--- src/rtl/sr_ctrl_pkg.sv ---
// -----------------------------------------------------------------------------
// sr_ctrl_pkg
//   Shared types and default constants for the SR latch input conditioner.
//   - state_t              : pulse FSM states
//   - DEF_SYNC_STAGES      : synchroniser flops per raw input
//   - DEF_DB_CYCLES        : consecutive mismatching cycles before a debounced flip
//   - DEF_PULSE_W          : cycles S or R is held high per request
// -----------------------------------------------------------------------------
package sr_ctrl_pkg;

   typedef enum logic [1:0] {
      IDLE    = 2'd0,
      DRIVE_S = 2'd1,
      DRIVE_R = 2'd2,
      GAP     = 2'd3
   } state_t;

   localparam int DEF_SYNC_STAGES = 2;
   localparam int DEF_DB_CYCLES   = 4;
   localparam int DEF_PULSE_W     = 1;

endpackage

--- src/rtl/sr_debounce.sv ---
// -----------------------------------------------------------------------------
// sr_debounce
//   One input channel: synchroniser chain, debounce counter and rising-edge
//   detector on the debounced level.
// Ports
//   CLK  in  1  clock, rising edge
//   RST  in  1  synchronous active-high reset
//   raw  in  1  asynchronous raw request line
//   req  out 1  one-cycle request on a rising edge of the debounced level
// -----------------------------------------------------------------------------
module sr_debounce
   import sr_ctrl_pkg::*;
#(
   parameter int SYNC_STAGES = DEF_SYNC_STAGES,
   parameter int DB_CYCLES   = DEF_DB_CYCLES
) (
   input  logic CLK,
   input  logic RST,
   input  logic raw,
   output logic req
);

   localparam int              CW       = $clog2(DB_CYCLES + 1);
   localparam logic [CW-1:0]   CNT_LAST = CW'(DB_CYCLES - 1);

   logic [SYNC_STAGES-1:0] sync;
   logic                   sync_out;
   logic [CW-1:0]          cnt;
   logic                   level;
   logic                   level_d;

   assign sync_out = sync[SYNC_STAGES-1];

   // NOTE: state is updated with non-blocking assignments so every flop samples
   // the pre-edge value of its neighbours; blocking here would collapse the
   // synchroniser chain into a single stage.
   always_ff @(posedge CLK) begin
      if (RST) begin
         sync    <= '0;
         cnt     <= '0;
         level   <= 1'b0;
         level_d <= 1'b0;
      end else begin
         sync    <= {sync[SYNC_STAGES-2:0], raw};
         level_d <= level;
         if (sync_out == level) begin
            cnt <= '0;
         end else if (cnt == CNT_LAST) begin
            // Last of DB_CYCLES consecutive mismatches: accept the new level.
            level <= sync_out;
            cnt   <= '0;
         end else begin
            cnt <= cnt + 1'b1;
         end
      end
   end

   // Falling edges of the debounced level are deliberately ignored.
   assign req = level & ~level_d;

endmodule

--- src/rtl/sr_pulse_ctrl.sv ---
// -----------------------------------------------------------------------------
// sr_pulse_ctrl
//   Input conditioner for an SR latch. Two raw asynchronous request lines are
//   synchronised and debounced; the resulting requests drive mutually exclusive
//   S/R pulses separated by a dead-time GAP cycle. Q_TRACK models the latch Q.
//   Optional feature macro: SR_CONFLICT_FLAG_EN
//     defined   : CONFLICT port exists; simultaneous set+clear drops both and
//                 pulses CONFLICT for one cycle.
//     undefined : no CONFLICT port; simultaneous set+clear resolves to set.
// Ports
//   CLK      in  1  clock, rising edge
//   RST      in  1  synchronous active-high reset
//   SET_BTN  in  1  raw set request (asynchronous, active-high)
//   CLR_BTN  in  1  raw clear request (asynchronous, active-high)
//   S        out 1  set pulse to the latch
//   R        out 1  reset pulse to the latch
//   Q_TRACK  out 1  registered model of the latch Q
//   BUSY     out 1  high while the FSM is not IDLE
//   CONFLICT out 1  one-cycle pulse on simultaneous set+clear (macro only)
// -----------------------------------------------------------------------------
module sr_pulse_ctrl
   import sr_ctrl_pkg::*;
#(
   parameter int SYNC_STAGES = DEF_SYNC_STAGES,
   parameter int DB_CYCLES   = DEF_DB_CYCLES,
   parameter int PULSE_W     = DEF_PULSE_W
) (
   input  logic CLK,
   input  logic RST,
   input  logic SET_BTN,
   input  logic CLR_BTN,
   output logic S,
   output logic R,
   output logic Q_TRACK,
   output logic BUSY
`ifdef SR_CONFLICT_FLAG_EN
   ,
   output logic CONFLICT
`endif
);

   localparam int              PW_W    = $clog2(PULSE_W + 1);
   localparam logic [PW_W-1:0] PW_LAST = PW_W'(PULSE_W - 1);

   state_t          state, state_nxt;
   logic [PW_W-1:0] pcnt, pcnt_nxt;
   logic            pend_s, pend_s_nxt;
   logic            pend_r, pend_r_nxt;
   logic            q_reg, q_nxt;
   logic            req_s, req_r;
   logic            eff_s, eff_r;
`ifdef SR_CONFLICT_FLAG_EN
   logic            conf_reg, conf_nxt;
`endif

   sr_debounce #(
      .SYNC_STAGES (SYNC_STAGES),
      .DB_CYCLES   (DB_CYCLES)
   ) u_db_set (
      .CLK (CLK),
      .RST (RST),
      .raw (SET_BTN),
      .req (req_s)
   );

   sr_debounce #(
      .SYNC_STAGES (SYNC_STAGES),
      .DB_CYCLES   (DB_CYCLES)
   ) u_db_clr (
      .CLK (CLK),
      .RST (RST),
      .raw (CLR_BTN),
      .req (req_r)
   );

   always_ff @(posedge CLK) begin
      if (RST) begin
         state  <= IDLE;
         pcnt   <= '0;
         pend_s <= 1'b0;
         pend_r <= 1'b0;
         q_reg  <= 1'b0;
`ifdef SR_CONFLICT_FLAG_EN
         conf_reg <= 1'b0;
`endif
      end else begin
         state  <= state_nxt;
         pcnt   <= pcnt_nxt;
         pend_s <= pend_s_nxt;
         pend_r <= pend_r_nxt;
         q_reg  <= q_nxt;
`ifdef SR_CONFLICT_FLAG_EN
         conf_reg <= conf_nxt;
`endif
      end
   end

   // NOTE: every signal written here gets a default first, so no path through
   // the case leaves one unassigned and no latch is inferred.
   always_comb begin
      state_nxt  = state;
      pcnt_nxt   = pcnt;
      pend_s_nxt = pend_s;
      pend_r_nxt = pend_r;
      q_nxt      = q_reg;
`ifdef SR_CONFLICT_FLAG_EN
      conf_nxt   = 1'b0;
`endif
      eff_s      = req_s | pend_s;
      eff_r      = req_r | pend_r;

      // Requests that arrive while a pulse or gap is in progress are parked.
      if (state != IDLE) begin
         pend_s_nxt = pend_s | req_s;
         pend_r_nxt = pend_r | req_r;
      end

      case (state)
         IDLE: begin
            pcnt_nxt = '0;
            if (eff_s && eff_r) begin
               pend_s_nxt = 1'b0;
               pend_r_nxt = 1'b0;
`ifdef SR_CONFLICT_FLAG_EN
               conf_nxt   = 1'b1;
`else
               state_nxt  = DRIVE_S;
               q_nxt      = 1'b1;
`endif
            end else if (eff_s) begin
               state_nxt  = DRIVE_S;
               pend_s_nxt = 1'b0;
               q_nxt      = 1'b1;
            end else if (eff_r) begin
               state_nxt  = DRIVE_R;
               pend_r_nxt = 1'b0;
               q_nxt      = 1'b0;
            end
         end
         DRIVE_S, DRIVE_R: begin
            if (pcnt == PW_LAST) begin
               state_nxt = GAP;
               pcnt_nxt  = '0;
            end else begin
               pcnt_nxt  = pcnt + 1'b1;
            end
         end
         GAP:     state_nxt = IDLE;
         default: state_nxt = IDLE;
      endcase
   end

   // Outputs are decoded from registered state only, so S and R are glitch-free
   // and can never be high together.
   assign S       = (state == DRIVE_S);
   assign R       = (state == DRIVE_R);
   assign BUSY    = (state != IDLE);
   assign Q_TRACK = q_reg;
`ifdef SR_CONFLICT_FLAG_EN
   assign CONFLICT = conf_reg;
`endif

endmodule

--- config.mk ---
export PLATFORM = sky130hd
export DESIGN_NAME = sr_pulse_ctrl
export DESIGN_NICKNAME = d
export VERILOG_FILES = /design/src/rtl/sr_ctrl_pkg.sv /design/src/rtl/sr_debounce.sv /design/src/rtl/sr_pulse_ctrl.sv
export SDC_FILE = /design/constraint.sdc
export NUM_CORES = 1
export LEC_CHECK = 0
export BUFFER_PORTS_ARGS = -buffer_cell sky130_fd_sc_hd__buf_2
export CAP_MARGIN = 20
export CORE_ASPECT_RATIO = 1.2
export CORE_MARGIN = 3
export CORE_UTILIZATION = 48
export DETAILED_ROUTE_END_ITERATION = 7
export PLACE_DENSITY = 0.7
export SYNTH_ARGS = -nofsm -noshare
export SYNTH_HDL_FRONTEND = slang
export SYNTH_HIERARCHICAL = 1
export SYNTH_SLANG_ARGS = --single-unit
--- constraint.sdc ---
create_clock -name CLK -period 1.32 [get_ports CLK]
set_clock_uncertainty 0.05 [all_clocks]
set_input_delay 0.066 -clock CLK [delete_from_list [all_inputs] [get_ports CLK]]
set_output_delay 0.066 -clock CLK [all_outputs]
set_load 0.01 [all_outputs]
After elaboration in Yosys (flattened, before gate mapping)
Index checks and enable logic that the tools add are counted.

cells by class
  mux-type cells = 19
  reduce and logical (&&, ||, !) cells = 12
  equality and inequality tests = 9
  bitwise operators = 8
  $add $sub $neg = 3

operators by type and width
  cell                                                                   count
  1-bit two-way mux                                                      13
  2-bit two-way mux                                                      4
  2-bit AND reduction                                                    4
  3-bit by 1-bit adder with 3-bit output, second input constant          2
  3-bit by 2-bit equality test with 1-bit output, second input constant  2
  2-bit one-hot mux with 3 select lines                                  1
  3-bit OR reduction                                                     2
  2-bit equality test, second input constant                             2
  4-bit != test, second input constant                                   1
  1-bit inverter                                                         4
  2-bit nonzero test                                                     2
  3-bit nonzero test                                                     1
  1-bit bitwise AND                                                      2
  1-bit equality test                                                    2
  2-bit by 1-bit equality test with 1-bit output, second input constant  1
  2-bit zero test                                                        1
  2-bit != test, second input constant                                   1
  1-bit OR                                                               2
  1-bit one-hot mux with 2 select lines                                  1
  2-bit OR reduction                                                     1
  1-bit adder, second input constant                                     1
  1-bit logical AND                                                      1

word-level totals
  register bits = 20
  logic and storage cells = 64

Longest topological paths before layout
  depth after elaboration = 8
  gate-level depth with buffers = 6

Cells and area by module
Netlist, hierarchy kept.

by module, submodules not included
  module         area each (µm²)  sequential area each (µm²)  cells an instance  instances
  sr_debounce    244.0            140.1                       20                 2
  sr_pulse_ctrl  271.5            100.1                       29                 1

Worst setup path after synthesis
No wires, ideal clock.

  kind = reg2reg
  start = reg u_db_set.level
  end = reg state[0]
  cell stages (with the launch flop) = 5
  period minus slack after synthesis = 1.307 ns
  data required time = 1.200 ns
  data arrival time = 1.187 ns
  setup slack = 0.013 ns
  path through = dfxtp_1 nor2b_1 nor4_4 a211o_2 a21oi_1

between the ends
  cells in the longest elaborated chain, start to end = 5

RTL lines
  item                                                                                 line                                        text
  start: declaration                                                                   sr_debounce.sv:29                           logic level;
  start signal: assignment                                                             sr_debounce.sv:50                           level <= sync_out;
  1-bit bitwise AND (*)                                                                sr_debounce.sv:59                           assign req = level & ~level_d;
  net req_s                                                                            sr_pulse_ctrl.sv:50                         logic req_s, req_r;
  1-bit OR (*)                                                                         sr_pulse_ctrl.sv:109                        eff_s = req_s | pend_s;
  2-bit two-way mux / 1-bit logical AND (equally long branches)                        sr_pulse_ctrl.sv:130, sr_pulse_ctrl.sv:121
  2-bit two-way mux / 4-bit != test (equally long branches)                            n/a
  2-bit one-hot mux with 3 select lines / 2-bit AND reduction (equally long branches)  n/a
  end signal: assignment                                                               sr_pulse_ctrl.sv:87                         state <= state_nxt;
  end: declaration                                                                     sr_pulse_ctrl.sv:45                         state_t state, state_nxt;

The timed path passes the listed nets; every way through them passes the cells marked *.
A chain may end at the register's enable or synchronous reset.

Final worst setup path
  start = reg state[1]
  end = reg state[0]

between the ends
  cells in the longest elaborated chain, start to end = 4

RTL lines
  item                                                                                          line                  text
  2-bit equality test / 2-bit by 1-bit equality test with 1-bit output (equally long branches)  sr_pulse_ctrl.sv:118  case (state)
  2-bit OR reduction                                                                            sr_pulse_ctrl.sv:118
  2-bit != test (no line)                                                                       n/a
  2-bit AND reduction (no line)                                                                 n/a

Several ways; a longest one is shown, not always the timed one.

==> impl_metrics.tcl <==
set metrics [dict create \
    slew-limit-headroom 0.774 \
    die_h_um 49.6 \
    port_buffers 7 \
    max_freq_mhz 778 \
    grt_pass1_wl_um 2040 \
    yosys.cell_count.top_type "dfxtp_1" \
    route.detailed.drc 0 \
    synthAdderAreaFrac 0.132 \
    place.gp.congestion 0.676 \
    synthXorXnorAreaFrac 0.0231 \
    first_pass_iters 4 \
    core-area_um2 1460 \
    synth_compound_area_frac 0.0626 \
    die_x_um 42.3 \
    drt_iter0_markers 6 \
    routed_wl_um 1250 \
    dpl_cell_area_um2 850 \
    cts_sinks 19 \
    path_class "reg -> reg" \
    postCtsSetupBuffers 0 \
    required_ps 1500 \
    synth_top_family_by_area "simple AND/OR/NAND/NOR gates" \
    cts_buffers 3 \
    cts_buffer_depth 2 \
    antenna_left 0 \
    die-area_um2 2100 \
    syn2layout_area_growth_pct 24.5 \
    synth_mux_area_frac 0.0264 \
    antenna_cells 0 \
    antenna_found_initial 0 \
    netlist_area_um2 759 \
    cellPowerDensity_nw_per_um2 1330 \
    synth_cell_types 19 \
    setup_ws_ps 34.7 \
    synth_ff_type "dfxtp_1" \
    timing.final.crit_share 0.974 \
    final_cells 103 \
    yosysSeqAreaShare 0.501 \
    tightest_slew_ps 339 \
    yosysWarnings 6 \
    dp_slack_ps -28.9 \
    drive_gt1_frac 0.326 \
    core.rowCount 15 \
    status "finished clean" \
    avgSynthCellArea_um2 11.0 \
    min-delay-path-class "in -> reg" \
    cap_viol_max_count 0 \
    grt.overflow.total 0 \
    peakVddDrop_mv 0.748 \
    r2r_slack_ps 30 \
    start_util 0.519 \
    worst_setup_path_end_kind "register" \
    synth-seq-cells 19 \
    nets 99 \
    design_area_um2 946 \
    ys_async_sr_fraction 0 \
    synthCells 69 \
    synth_common_cells "19 x dfxtp_1, 8 x ha_1, 8 x nor2b_1" \
    synth-edff-count 0 \
    root_buffer "clkbuf_4" \
    cts_tree "built" \
    via_per_inst 5.25 \
    tns_ps 0 \
    yosys.area_share.simple 0.221 \
    hpwl_um 760 \
    synth_top_cell_by_area "dfxtp_1" \
    clkLatencyLatePin_ps 300 \
    period_minus_slack_ps 1290 \
    vias 541 \
    ios 8 \
    setup.worst_path.start_class "register" \
    p_leak_nw 0.390 \
    grt_pass1_vias 518 \
    maxSlewViolCount 0 \
    clk_pin_slew_ps 100 \
    routedWlPerCell_um 12.2 \
    hold_violations 0 \
    setup-violations-final 0 \
    globalRouteTotalUtil 0.129 \
    grt_max_degree 20 \
    worst-path-max-fanout 3 \
    dp.cells 97 \
    synth_top_area_frac 0.501 \
    fin_util 0.646 \
    syn_nets 81 \
    synthTopCellsByArea "dfxtp_1 50%, ha_1 13%, nor2b_1 6.6%" \
    arrival_ps 1470 \
    h-tree-depth 1 \
    fill_cells 123 \
]
## kinds of logic (layout without fill, tap and decap cells)
family          count (synthesis)  count (layout)
mux                             2               2
simple gates                   24              24
flops                          19              19
fa+ha+maj                       8               8
compound gates                  7               7
buf+inv                         7              24
xor+xnor                        2               2
## power by group
group | internal, W | switching (W)
clock | 0.000113 | 0.000179
combinational | 0.000177 | 0.000171
sequential | 0.000601 | 0.0000198
## flip-flops by register name, indices dropped and copies added (netlist names)
name,flops
Q_TRACK,1
pend_s,1
u_db_clr/level_d,1
u_db_set/cnt,3
u_db_clr/level,1
u_db_set/sync,2
pend_r,1
u_db_clr/sync,2
state,2
u_db_clr/cnt,3
u_db_set/level_d,1
u_db_set/level,1
## path summary, 6_finish.rpt
check                              from  cells after the start                          end
min                                 RST                      2  u_db_set/level$_SDFFE_PP0P_
max reg2reg       state[1]$_SDFFE_PP0P_                      5        state[0]$_SDFFE_PP0P_
min reg2reg  u_db_clr/cnt[0]$_SDFF_PP0_                      1   u_db_clr/cnt[0]$_SDFF_PP0_
max               state[1]$_SDFFE_PP0P_                      5        state[0]$_SDFFE_PP0P_
## routing by layer
metal / track usage / vias up / routed length [µm]
li1: - / 273 / -
met5: 0 / - / 0
met4: 0.0933 / 0 / 34
met3: 0.0219 / 4 / 48
met2: 0.223 / 15 / 671
met1: 0.138 / 249 / 499
## critical path, stage by stage, from the launching register on
cell     delay, ps
dfxtp_2        370
inv_4           60
ha_4           160
nor3b_4        150
a211o_2        310
a21oi_1        130
## metrics by stage
| step | hold WS [ps] | power [W] |
|---|---|---|
| 2_1_floorplan | 85.1 | 0.000786 |
| 3_3_place_gp | 228 | 0.000868 |
| 3_5_place_dp | 237 | 0.000873 |
| 4_1_cts | 84.3 | 0.00119 |
| 5_1_grt | 102 | 0.00133 |
| 6_report | 89.1 | 0.00126 |
## what timing repair did
action                                  CTS  global route
hold buffers                              2             0
gates resized for setup                   6             7
endpoints found under the hold margin     2             0
endpoints found under the setup margin    3             4
pin swaps                                 1             2
## area by class of cell
cell class | count | area (µm²) | share of cell area
Clock inverter | 1 | 5.00 | 0.00529
Clock buffer | 3 | 22.5 | 0.0238
Sequential cell | 19 | 383 | 0.405
Tap cell | 17 | 21.3 | 0.0225
Timing Repair Buffer | 14 | 92.6 | 0.0979
Multi-Input combinational cell | 43 | 397 | 0.419
Inverter | 6 | 25.0 | 0.0265
## cells in the final DEF, fill, tap and decap left out, types with 3 or more instances in the layout
master    synthesis  final
buf_4             0      5
dfxtp_1          19     17
clkbuf_4          0      3
buf_2             0      7
nor2b_1           8      7
nor2_1            5      5
inv_1             6      4
ha_1              8      6
nor4_1            4      4
Note: power is estimated with default switching activity, not from simulation.
